==> src/rtl/spi_master_arbiter.sv <==
`default_nettype none
// ============================================================================
//  Module   : spi_master_arbiter
//  Purpose  : Round-robin owner of a single spi_core byte engine. Grants the
//             core to one requester for a whole burst, keeps that requester's
//             slave select low across bytes, walks the core cs/wr/done
//             handshake per byte and hands each received byte back.
//  Revision : 1.0 - initial release
// ============================================================================
module spi_master_arbiter #(
  parameter int DWIDTH    = 8,
  parameter int NREQ      = 2,
  parameter int SETUP_CYC = 2,
  parameter int HOLD_CYC  = 2,
  parameter int GAP_CYC   = 2
) (
  input  logic                   clk,
  input  logic                   rst,
  input  logic [NREQ-1:0]        req_valid,
  input  logic [NREQ*DWIDTH-1:0] req_data,
  input  logic [NREQ-1:0]        req_last,
  output logic [NREQ-1:0]        req_ready,
  output logic [NREQ-1:0]        rsp_valid,
  output logic [DWIDTH-1:0]      rsp_data,
  output logic [NREQ-1:0]        grant,
  output logic [NREQ-1:0]        ss_n,
  output logic                   busy,
  output logic                   core_cs,
  output logic                   core_wr,
  output logic                   core_rd,
  output logic [DWIDTH-1:0]      core_din,
  input  logic [DWIDTH-1:0]      core_dout,
  input  logic                   core_done
);

  localparam int               c_IW       = (NREQ > 1) ? $clog2(NREQ) : 1;
  localparam logic [c_IW-1:0]  c_LAST_RST = c_IW'(NREQ - 1);
  localparam logic [NREQ-1:0]  c_ONE      = NREQ'(1);
  localparam logic [7:0]       c_SETUP_LD = 8'(SETUP_CYC - 1);
  localparam logic [7:0]       c_HOLD_LD  = 8'(HOLD_CYC - 1);
  localparam logic [7:0]       c_GAP_LD   = 8'(GAP_CYC - 1);

  typedef enum logic [3:0] {
    S_IDLE      = 4'd0,
    S_SETUP     = 4'd1,
    S_ISSUE     = 4'd2,
    S_WAIT_BUSY = 4'd3,
    S_WAIT_DONE = 4'd4,
    S_RESP      = 4'd5,
    S_NEXT      = 4'd6,
    S_HOLD      = 4'd7,
    S_GAP       = 4'd8
  } state_t;

  state_t            state_q, state_d;
  logic [7:0]        cnt_q, cnt_d;
  logic [c_IW-1:0]   gidx_q, gidx_d;
  logic [c_IW-1:0]   last_grant_q, last_grant_d;
  logic [NREQ-1:0]   grant_q, grant_d;
  logic [NREQ-1:0]   ss_n_q, ss_n_d;
  logic              last_flag_q, last_flag_d;
  logic [DWIDTH-1:0] rsp_data_q, rsp_data_d;

  logic              pick_found;
  logic [c_IW-1:0]   pick_idx;
  logic [c_IW:0]     scan_idx;

  // Round-robin search: first valid requester after the previous owner.
  always_comb begin
    pick_found = 1'b0;
    pick_idx   = '0;
    scan_idx   = '0;
    for (int k = 1; k <= NREQ; k++) begin
      scan_idx = {1'b0, last_grant_q} + (c_IW+1)'(k);
      if (scan_idx >= (c_IW+1)'(NREQ)) begin
        scan_idx = scan_idx - (c_IW+1)'(NREQ);
      end
      if (!pick_found && req_valid[scan_idx[c_IW-1:0]]) begin
        pick_found = 1'b1;
        pick_idx   = scan_idx[c_IW-1:0];
      end
    end
  end

  // Next-state logic for the burst sequencer.
  always_comb begin
    state_d      = state_q;
    cnt_d        = cnt_q;
    gidx_d       = gidx_q;
    last_grant_d = last_grant_q;
    grant_d      = grant_q;
    ss_n_d       = ss_n_q;
    last_flag_d  = last_flag_q;
    rsp_data_d   = rsp_data_q;
    case (state_q)
      S_IDLE: begin
        // A core still finishing a byte (e.g. after a reset) blocks arbitration.
        if (core_done && pick_found) begin
          gidx_d  = pick_idx;
          grant_d = c_ONE << pick_idx;
          ss_n_d  = ~(c_ONE << pick_idx);
          cnt_d   = c_SETUP_LD;
          state_d = S_SETUP;
        end
      end
      S_SETUP: begin
        if (cnt_q == 8'd0) begin
          state_d = req_valid[gidx_q] ? S_ISSUE : S_NEXT;
        end else begin
          cnt_d = cnt_q - 8'd1;
        end
      end
      S_ISSUE: begin
        last_flag_d = req_last[gidx_q];
        state_d     = S_WAIT_BUSY;
      end
      S_WAIT_BUSY: begin
        if (!core_done) begin
          state_d = S_WAIT_DONE;
        end
      end
      S_WAIT_DONE: begin
        if (core_done) begin
          rsp_data_d = core_dout;
          state_d    = S_RESP;
        end
      end
      S_RESP: begin
        if (last_flag_q) begin
          cnt_d   = c_HOLD_LD;
          state_d = S_HOLD;
        end else begin
          state_d = S_NEXT;
        end
      end
      S_NEXT: begin
        // Burst stays locked to its owner until its next byte shows up.
        if (req_valid[gidx_q]) begin
          state_d = S_ISSUE;
        end
      end
      S_HOLD: begin
        if (cnt_q == 8'd0) begin
          ss_n_d       = '1;
          grant_d      = '0;
          last_grant_d = gidx_q;
          cnt_d        = c_GAP_LD;
          state_d      = S_GAP;
        end else begin
          cnt_d = cnt_q - 8'd1;
        end
      end
      S_GAP: begin
        if (cnt_q == 8'd0) begin
          state_d = S_IDLE;
        end else begin
          cnt_d = cnt_q - 8'd1;
        end
      end
      default: begin
        state_d = S_IDLE;
      end
    endcase
  end

  // State and datapath registers with synchronous reset.
  always_ff @(posedge clk) begin
    if (rst) begin
      state_q      <= S_IDLE;
      cnt_q        <= 8'd0;
      gidx_q       <= '0;
      last_grant_q <= c_LAST_RST;
      grant_q      <= '0;
      ss_n_q       <= '1;
      last_flag_q  <= 1'b0;
      rsp_data_q   <= '0;
    end else begin
      state_q      <= state_d;
      cnt_q        <= cnt_d;
      gidx_q       <= gidx_d;
      last_grant_q <= last_grant_d;
      grant_q      <= grant_d;
      ss_n_q       <= ss_n_d;
      last_flag_q  <= last_flag_d;
      rsp_data_q   <= rsp_data_d;
    end
  end

  // Strobes are decoded from the state so they are exactly one cycle wide.
  always_comb begin
    req_ready = (state_q == S_ISSUE) ? grant_q : '0;
    rsp_valid = (state_q == S_RESP)  ? grant_q : '0;
    core_cs   = (state_q == S_ISSUE);
    core_wr   = (state_q == S_ISSUE);
    core_din  = (state_q == S_ISSUE) ? req_data[gidx_q*DWIDTH +: DWIDTH] : '0;
  end

  assign core_rd  = 1'b0;
  assign busy     = (state_q != S_IDLE);
  assign grant    = grant_q;
  assign ss_n     = ss_n_q;
  assign rsp_data = rsp_data_q;

endmodule
`default_nettype wire
==> config.mk <==
export PLATFORM = sky130hd
export DESIGN_NAME = spi_master_arbiter
export DESIGN_NICKNAME = d
export VERILOG_FILES = /design/src/rtl/spi_master_arbiter.sv
export SDC_FILE = /design/constraint.sdc
export NUM_CORES = 1
export LEC_CHECK = 0
export ABC_AREA = 1
export CAP_MARGIN = 20
export CORE_MARGIN = 3
export CORE_UTILIZATION = 40
export DETAILED_ROUTE_END_ITERATION = 12
export GPL_ROUTABILITY_DRIVEN = 0
export PLACE_DENSITY = 0.77
export SYNTH_ARGS = -nofsm -noshare
export SYNTH_HDL_FRONTEND = slang
export SYNTH_SLANG_ARGS = --single-unit
==> constraint.sdc <==
create_clock -name clk -period 1.5 [get_ports clk]
set_clock_uncertainty 0.15 [all_clocks]
set_input_delay 0.3 -clock clk [delete_from_list [all_inputs] [get_ports clk]]
set_output_delay 0.3 -clock clk [all_outputs]
set_load 0.01 [all_outputs]
==> impl_metrics.csv, run 1 <==
group,metric,value,unit
layout,fin_cells,429,
status,outcome,"complete, but fails checks",
layout,drive_gt1_frac,0.423,
yosys,yosysUniqueCellTypes,27,
layout,area_growth,92.8,%
yosys,synth_seq_cells,27,
clocking,clk_pin_slew_worst_paths,110,ps
worst_setup_path,worst-r2r-setup-slack,-360,ps
route,drt_iter0_markers,174,
floorplan,ios,59,
worst_setup_path,cp_cell_sequence,"buf_4, nor2_4, buf_6, nand3_4, buf_12, inv_4, buf_4, nand4_1, nand2_1, nand2_1, a21oi_1",
floorplan,dieArea,0.00494,mm²
worst_setup_path,critical_path.top_delay_family,"buffers and inverters",
timing,finalHoldViolations,0,
pwr,p_per_area,1700,mW/mm²
layout,n_antenna_cell,0,
pwr,leakage,0.00143,µW
min_path,hp-class,"reg2reg",
worst_setup_path,cp_slowest_cell,"dfxtp_2",
placed_design,dp.cells,405,
grt,grt_util_all_layers,0.253,
placed_design,hpwl,4190,µm
yosys,syn_nets,292,
placed_design,place_area,0.00274,mm²
worst_setup_path,crit_path_end,"cnt_q[7]",
clocking,cts_max_level,1,
job,cap_viol_max_count,0,
clocking,clock_path_buffers,2,
grt,grt_pass1_wl,10100,µm
route,dr.pass1.iters,5,
clocking,root_buffer,"clkbuf_8",
worst_setup_path,worstSetupStartpoint,"state_q[3]",
worst_setup_path,end_kind,"flip-flop",
timing,finalSetupViolations,41,
route,route.detailed.drc,0,
floorplan,start_util,0.432,
grt,grt_max_degree,17,
clocking,clk_latency,280,ps
placed_design,dp_slack,-502,ps
floorplan,num_rows,22,
timing,rsz0062_at_grt,"yes",
clocking,numCtsBuffers,3,
yosys,syn_avg_cell_area,6.38,µm²
worst_setup_path,crit_fanout,4,
grt,overflow,0,
route,wire_per_inst,15.7,µm
route,wl,6750,µm
status,violations,"setup timing",
clocking,cts_tree,"built",
floorplan,coreArea,0.00383,mm²
worst_setup_path,cp_slowest_stage_delay,350,ps
worst_setup_path,r2r_cells,11,
yosys,syn-instance-count,259,
timing,layout_worst_path_cycle_share,1.24,
layout,layout_commonest_cell,"buf_4",
floorplan,die_h,70.3,µm
timing,holdWs,299,ps
yosys,synth_area,0.00165,mm²
yosys,ys_seq_area_frac,0.327,
route,vias,2278,
timing,min_period,1860,ps
worst_setup_path,cp.buffers_inverters,5,
worst_setup_path,reg2reg_from,"state_q[3]",
layout,final_area,0.00318,mm²
timing,slew_viol_final,0,
timing,max_freq,538,MHz
placed_design,io_buffers,57,
clocking,holdBufCountCts,0,
yosys,ys_warn_count,0,
timing,fin_ws,-358,ps
worst_setup_path,cp.required,1570,ps
layout,layout_common_cells,"buf_4, nand2_1, clkdlybuf4s50_1",
worst_setup_path,cp.depth,11,
clocking,cts.sinks,27,
worst_setup_path,worst-setup-path-type,"reg2reg",
grt,grt_pass1_vias,2175,
pwr,p_total,5420,µW
worst_setup_path,cp-start-kind,"flip-flop",
pwr,vdd_drop_max,0.864,mV
route,vias_per_cell,5.31,
grt,antenna_found_initial,0,
floorplan,die_w,70.3,µm
layout,n_fill_cell,237,
layout,fin_nets,415,
route,ant_nets,0,
worst_setup_path,crit_arrival,1930,ps
worst_setup_path,rr_endpoint,"cnt_q[7]",
## how the worst min path moves through the flow
stage | start | endpoint | slack (ps) | cells past startpoint
5_1_grt | rsp_data[5] | rsp_data[5] | 330 | 2
3_3_place_gp | rsp_data[1] | rsp_data[1] | 280 | 2
2_1_floorplan | last_grant_q | last_grant_q | 300 | 2
3_5_place_dp | rsp_data[2] | rsp_data[2] | 290 | 2
6_report | rsp_data[4] | rsp_data[4] | 300 | 2
4_1_cts | rsp_data[4] | rsp_data[4] | 310 | 2
## logic make-up (layout without fill, tap and decap cells)
logic type,count (synthesis),in the layout,synth area share
adder cells (fa/ha/maj),2,2,0.0151
AND/OR/NAND/NOR,125,126,0.358
AO/OA/AOI/OAI,62,62,0.194
flip-flops,27,27,0.327
other,1,1,0.00227
buffers and inverters,41,162,0.0985
XOR/XNOR,1,1,0.00530
## layout make-up
class                           instances  area (µm²)  area share
Multi-Input combinational cell        192        1280       0.401
Timing Repair Buffer                  124        1110       0.349
Sequential cell                        27         546       0.171
Inverter                               33         136      0.0428
Tap cell                               48        60.1      0.0189
Clock buffer                            3        41.3      0.0130
Clock inverter                          1        7.51     0.00236
Timing Repair inverter                  1        6.26     0.00196
## worst register-to-register path, stage by stage (launching register included)
cell and delay (ps):
dfxtp_2 350, buf_4 160, nor2_4 160, buf_6 140, nand3_4 100, buf_12 140, inv_4 60, buf_4 130
nand4_1 130, nand2_1 100, nand2_1 50, a21oi_1 120
## per-layer routing
layer  part of all wire  GRT usage  vias up
met4              0.020     0.0787        0
met1               0.38      0.298     1066
met5                  0          0        -
met2               0.53      0.450       96
li1                   -          -     1096
met3              0.067     0.0547       20
## state kept, by name, indices dropped and copies added (netlist names)
name / cells
cnt_q: 8
gidx_q: 1
grant: 2
last_flag_q: 1
last_grant_q: 1
rsp_data: 8
ss_n: 2
state_q: 4
## cells in the mapped netlist
master,instances,share of area
nand2_1,63,0.14
a21oi_1,28,0.085
inv_1,28,0.064
dfxtp_1,27,0.33
o21ai_0,27,0.082
nor2_1,24,0.055
nand3_1,19,0.058
nand4_1,6,0.023
clkbuf_1,5,0.011
inv_2,4,0.0091
nand3_2,3,0.018
nor2_4,3,0.020
a31oi_1,2,0.0076
buf_4,2,0.0091
ha_1,2,0.015
nand2_2,2,0.0076
nor2_2,2,0.0076
o211ai_1,2,0.0091
o21ai_1,2,0.0061
buf_2,1,0.0030
clkinv_1,1,0.0023
conb_1,1,0.0023
nand3_4,1,0.011
nor2_8,1,0.012
nor3_1,1,0.0030
o21a_1,1,0.0045
xor2_1,1,0.0053
## timing repair
action	in CTS	in global routing
pin swaps	9	12
buffers inserted	12	7
setup endpoints to repair	53	42
gates resized for setup	135	32
gates cloned	3	0
## per-stage QoR
step,TNS (ps),util
after floorplan,-192,-
after global placement,-12520,0.715
after detailed placement,-12950,0.715
after CTS,-7000,0.790
after global routing,-12410,0.832
final,-9150,0.832
## power by group
part / total (µW) / switching [µW] / internal [µW] / leakage, µW
combinational: 3990 / 2200 / 1780 / 0.00118
sequential: 971 / 99.7 / 872 / 0.000221
clock: 458 / 269 / 190 / 0.0000217
total: 5420 / 2570 / 2840 / 0.00143
No activity file was read; power rests on OpenSTA's default activity.
==> run 2: changes to the inputs <==
Settings changed: CORE_UTILIZATION 40 to 25, PLACE_DENSITY 0.77 to 0.53.
==> run 2 against run 1 <==
  * The flow still finishes with violations (setup timing)
  * Non-clock buffer count down 3
  * Combinational power down 5%
  * Register-to-register slack better by 60 ps
  * Setup slack better by 42 ps
  * Sequential power down 1%
  * Critical endpoint is now core_din[6]
  * Largest cell class unchanged
==> impl_metrics.csv, run 2 (synthesis results as in run 1) <==
group,metric,value,unit
route,wire_per_inst,12.3,µm
clocking,numCtsBuffers,3,
pwr,p_per_area,1630,mW/mm²
timing,finalSetupViolations,41,
min_path,hp-class,"reg2reg",
grt,grt_pass1_wl,8860,µm
floorplan,start_util,0.268,
status,outcome,"complete, but fails checks",
layout,multiInputGateArea,0.00128,mm²
pwr,p_total,5200,µW
grt,antenna_found_initial,0,
route,drt_iter0_markers,108,
route,route.detailed.drc,0,
floorplan,die_w,87.3,µm
floorplan,coreArea,0.00617,mm²
layout,n_fill_cell,604,
grt,grt_max_degree,17,
pwr,internal_power,2800,µW
route,vias,2107,
pwr,p_sw,2410,µW
worst_setup_path,cp.required,1050,ps
clocking,cts_tree,"built",
job,cap_viol_max_count,0,
timing,rsz0062_at_grt,"yes",
worst_setup_path,worst-setup-path-type,"reg2out",
timing,slew_viol_final,0,
timing,fin_tns_setup,-10070,ps
layout,final_area,0.00319,mm²
route,wl,5550,µm
worst_setup_path,crit_fanout,5,
layout,area_growth,93.4,%
floorplan,dieArea,0.00762,mm²
status,violations,"setup timing",
pwr,vdd_drop_max,0.754,mV
grt,grt_pass1_vias,1987,
timing,holdWs,293,ps
timing,fin_ws,-316,ps
clocking,clk_pin_slew_worst_paths,110,ps
grt,grt_util_all_layers,0.142,
pwr,p_seq_frac,0.184,
worst_setup_path,end_kind,"output port",
pwr,pwr-share-clk,0.088,
grt,overflow,0,
placed_design,io_buffers,57,
layout,regArea,546,µm²
clocking,cts_max_level,1,
timing,max_freq,551,MHz
timing,min_period,1820,ps
layout,fin_nets,411,
clocking,holdBufCountCts,0,
pwr,leakage,0.00139,µW
floorplan,die_h,87.3,µm
clocking,clk_latency,280,ps
floorplan,num_rows,28,
layout,layout_common_cells,"nand2_1, buf_4, clkdlybuf4s50_1",
floorplan,ios,59,
route,ant_nets,0,
pwr,combPwrFrac,0.728,
timing,layout_worst_path_cycle_share,1.21,
worst_setup_path,crit_arrival,1370,ps
clocking,cts.sinks,27,
placed_design,hpwl,3810,µm
layout,drive_gt1_frac,0.432,
route,vias_per_cell,4.66,
route,dr.pass1.iters,4,
clocking,root_buffer,"clkbuf_8",
timing,finalHoldViolations,0,
clocking,clock_path_buffers,2,
layout,n_antenna_cell,0,
placed_design,place_area,0.00277,mm²
worst_setup_path,cp-start-kind,"flip-flop",
pwr,swShare,0.463,
## run 2: final cells by class
cell class	count	share of cell area
Clock inverter	1	0.00235
Clock buffer	3	0.0129
Multi-Input combinational cell	191	0.400
Inverter	33	0.0447
Timing Repair Buffer	121	0.338
Sequential cell	27	0.171
Timing Repair inverter	1	0.00196
Tap cell	75	0.0294
## run 2: through the flow
stage / setup slack (ps) / util / std cells
global route: -413 / 0.518 / 452
detailed placement: -483 / 0.449 / 432
floorplan: -20.1 / - / 259
CTS: -349 / 0.483 / 444
global placement: -470 / 0.449 / 432
finish: -316 / 0.518 / 452
## run 2: worst paths after layout
check | from | end | slack (ps) | cells after the start
worst max-delay path | state_q[2] | core_din[6] | -320 | 6
worst min-delay path | rsp_data[1] | rsp_data[1] | 290 | 2
worst min register to register | rsp_data[1] | rsp_data[1] | 290 | 2
worst max register to register | state_q[2] | state_q[2] | -300 | 12
## run 2: routing by layer
metal | global-route usage | share of wire | wire [µm] | vias up
met5 | 0 | 0 | 0 | -
met4 | 0.0321 | 0.0052 | 29 | 0
met3 | 0.0293 | 0.090 | 501 | 2
met2 | 0.251 | 0.46 | 2580 | 71
met1 | 0.177 | 0.44 | 2440 | 949
li1 | - | - | - | 1085
## run 2: timing repair
action,CTS,global route
setup buffers,9,8
endpoints found under the setup margin,52,41
pin swaps,20,16
gates cloned,2,0
resized for setup,136,47
## run 2: worst max-delay path, stage by stage (launching register included)
cell,delay [ps]
dfxtp_2,350
nor2_4,120
inv_2,60
nor2_4,200
inv_4,100
a21oi_4,110
buf_2,140
## run 2: power by group through the flow
stage	clock (µW)	sequential, µW	combinational [µW]
after CTS	474	958	3390
final	456	958	3790
after detailed placement	0	968	2970
after global routing	495	982	4120
after floorplan	0	1010	1660
after global placement	0	967	2950
==> run 3: changes to the inputs <==
Settings changed: GPL_ROUTABILITY_DRIVEN 0 to not set, SLEW_MARGIN set to 5.
==> results of run 3 <==
Final layout, timing and power as in run 2 (identical DEF).
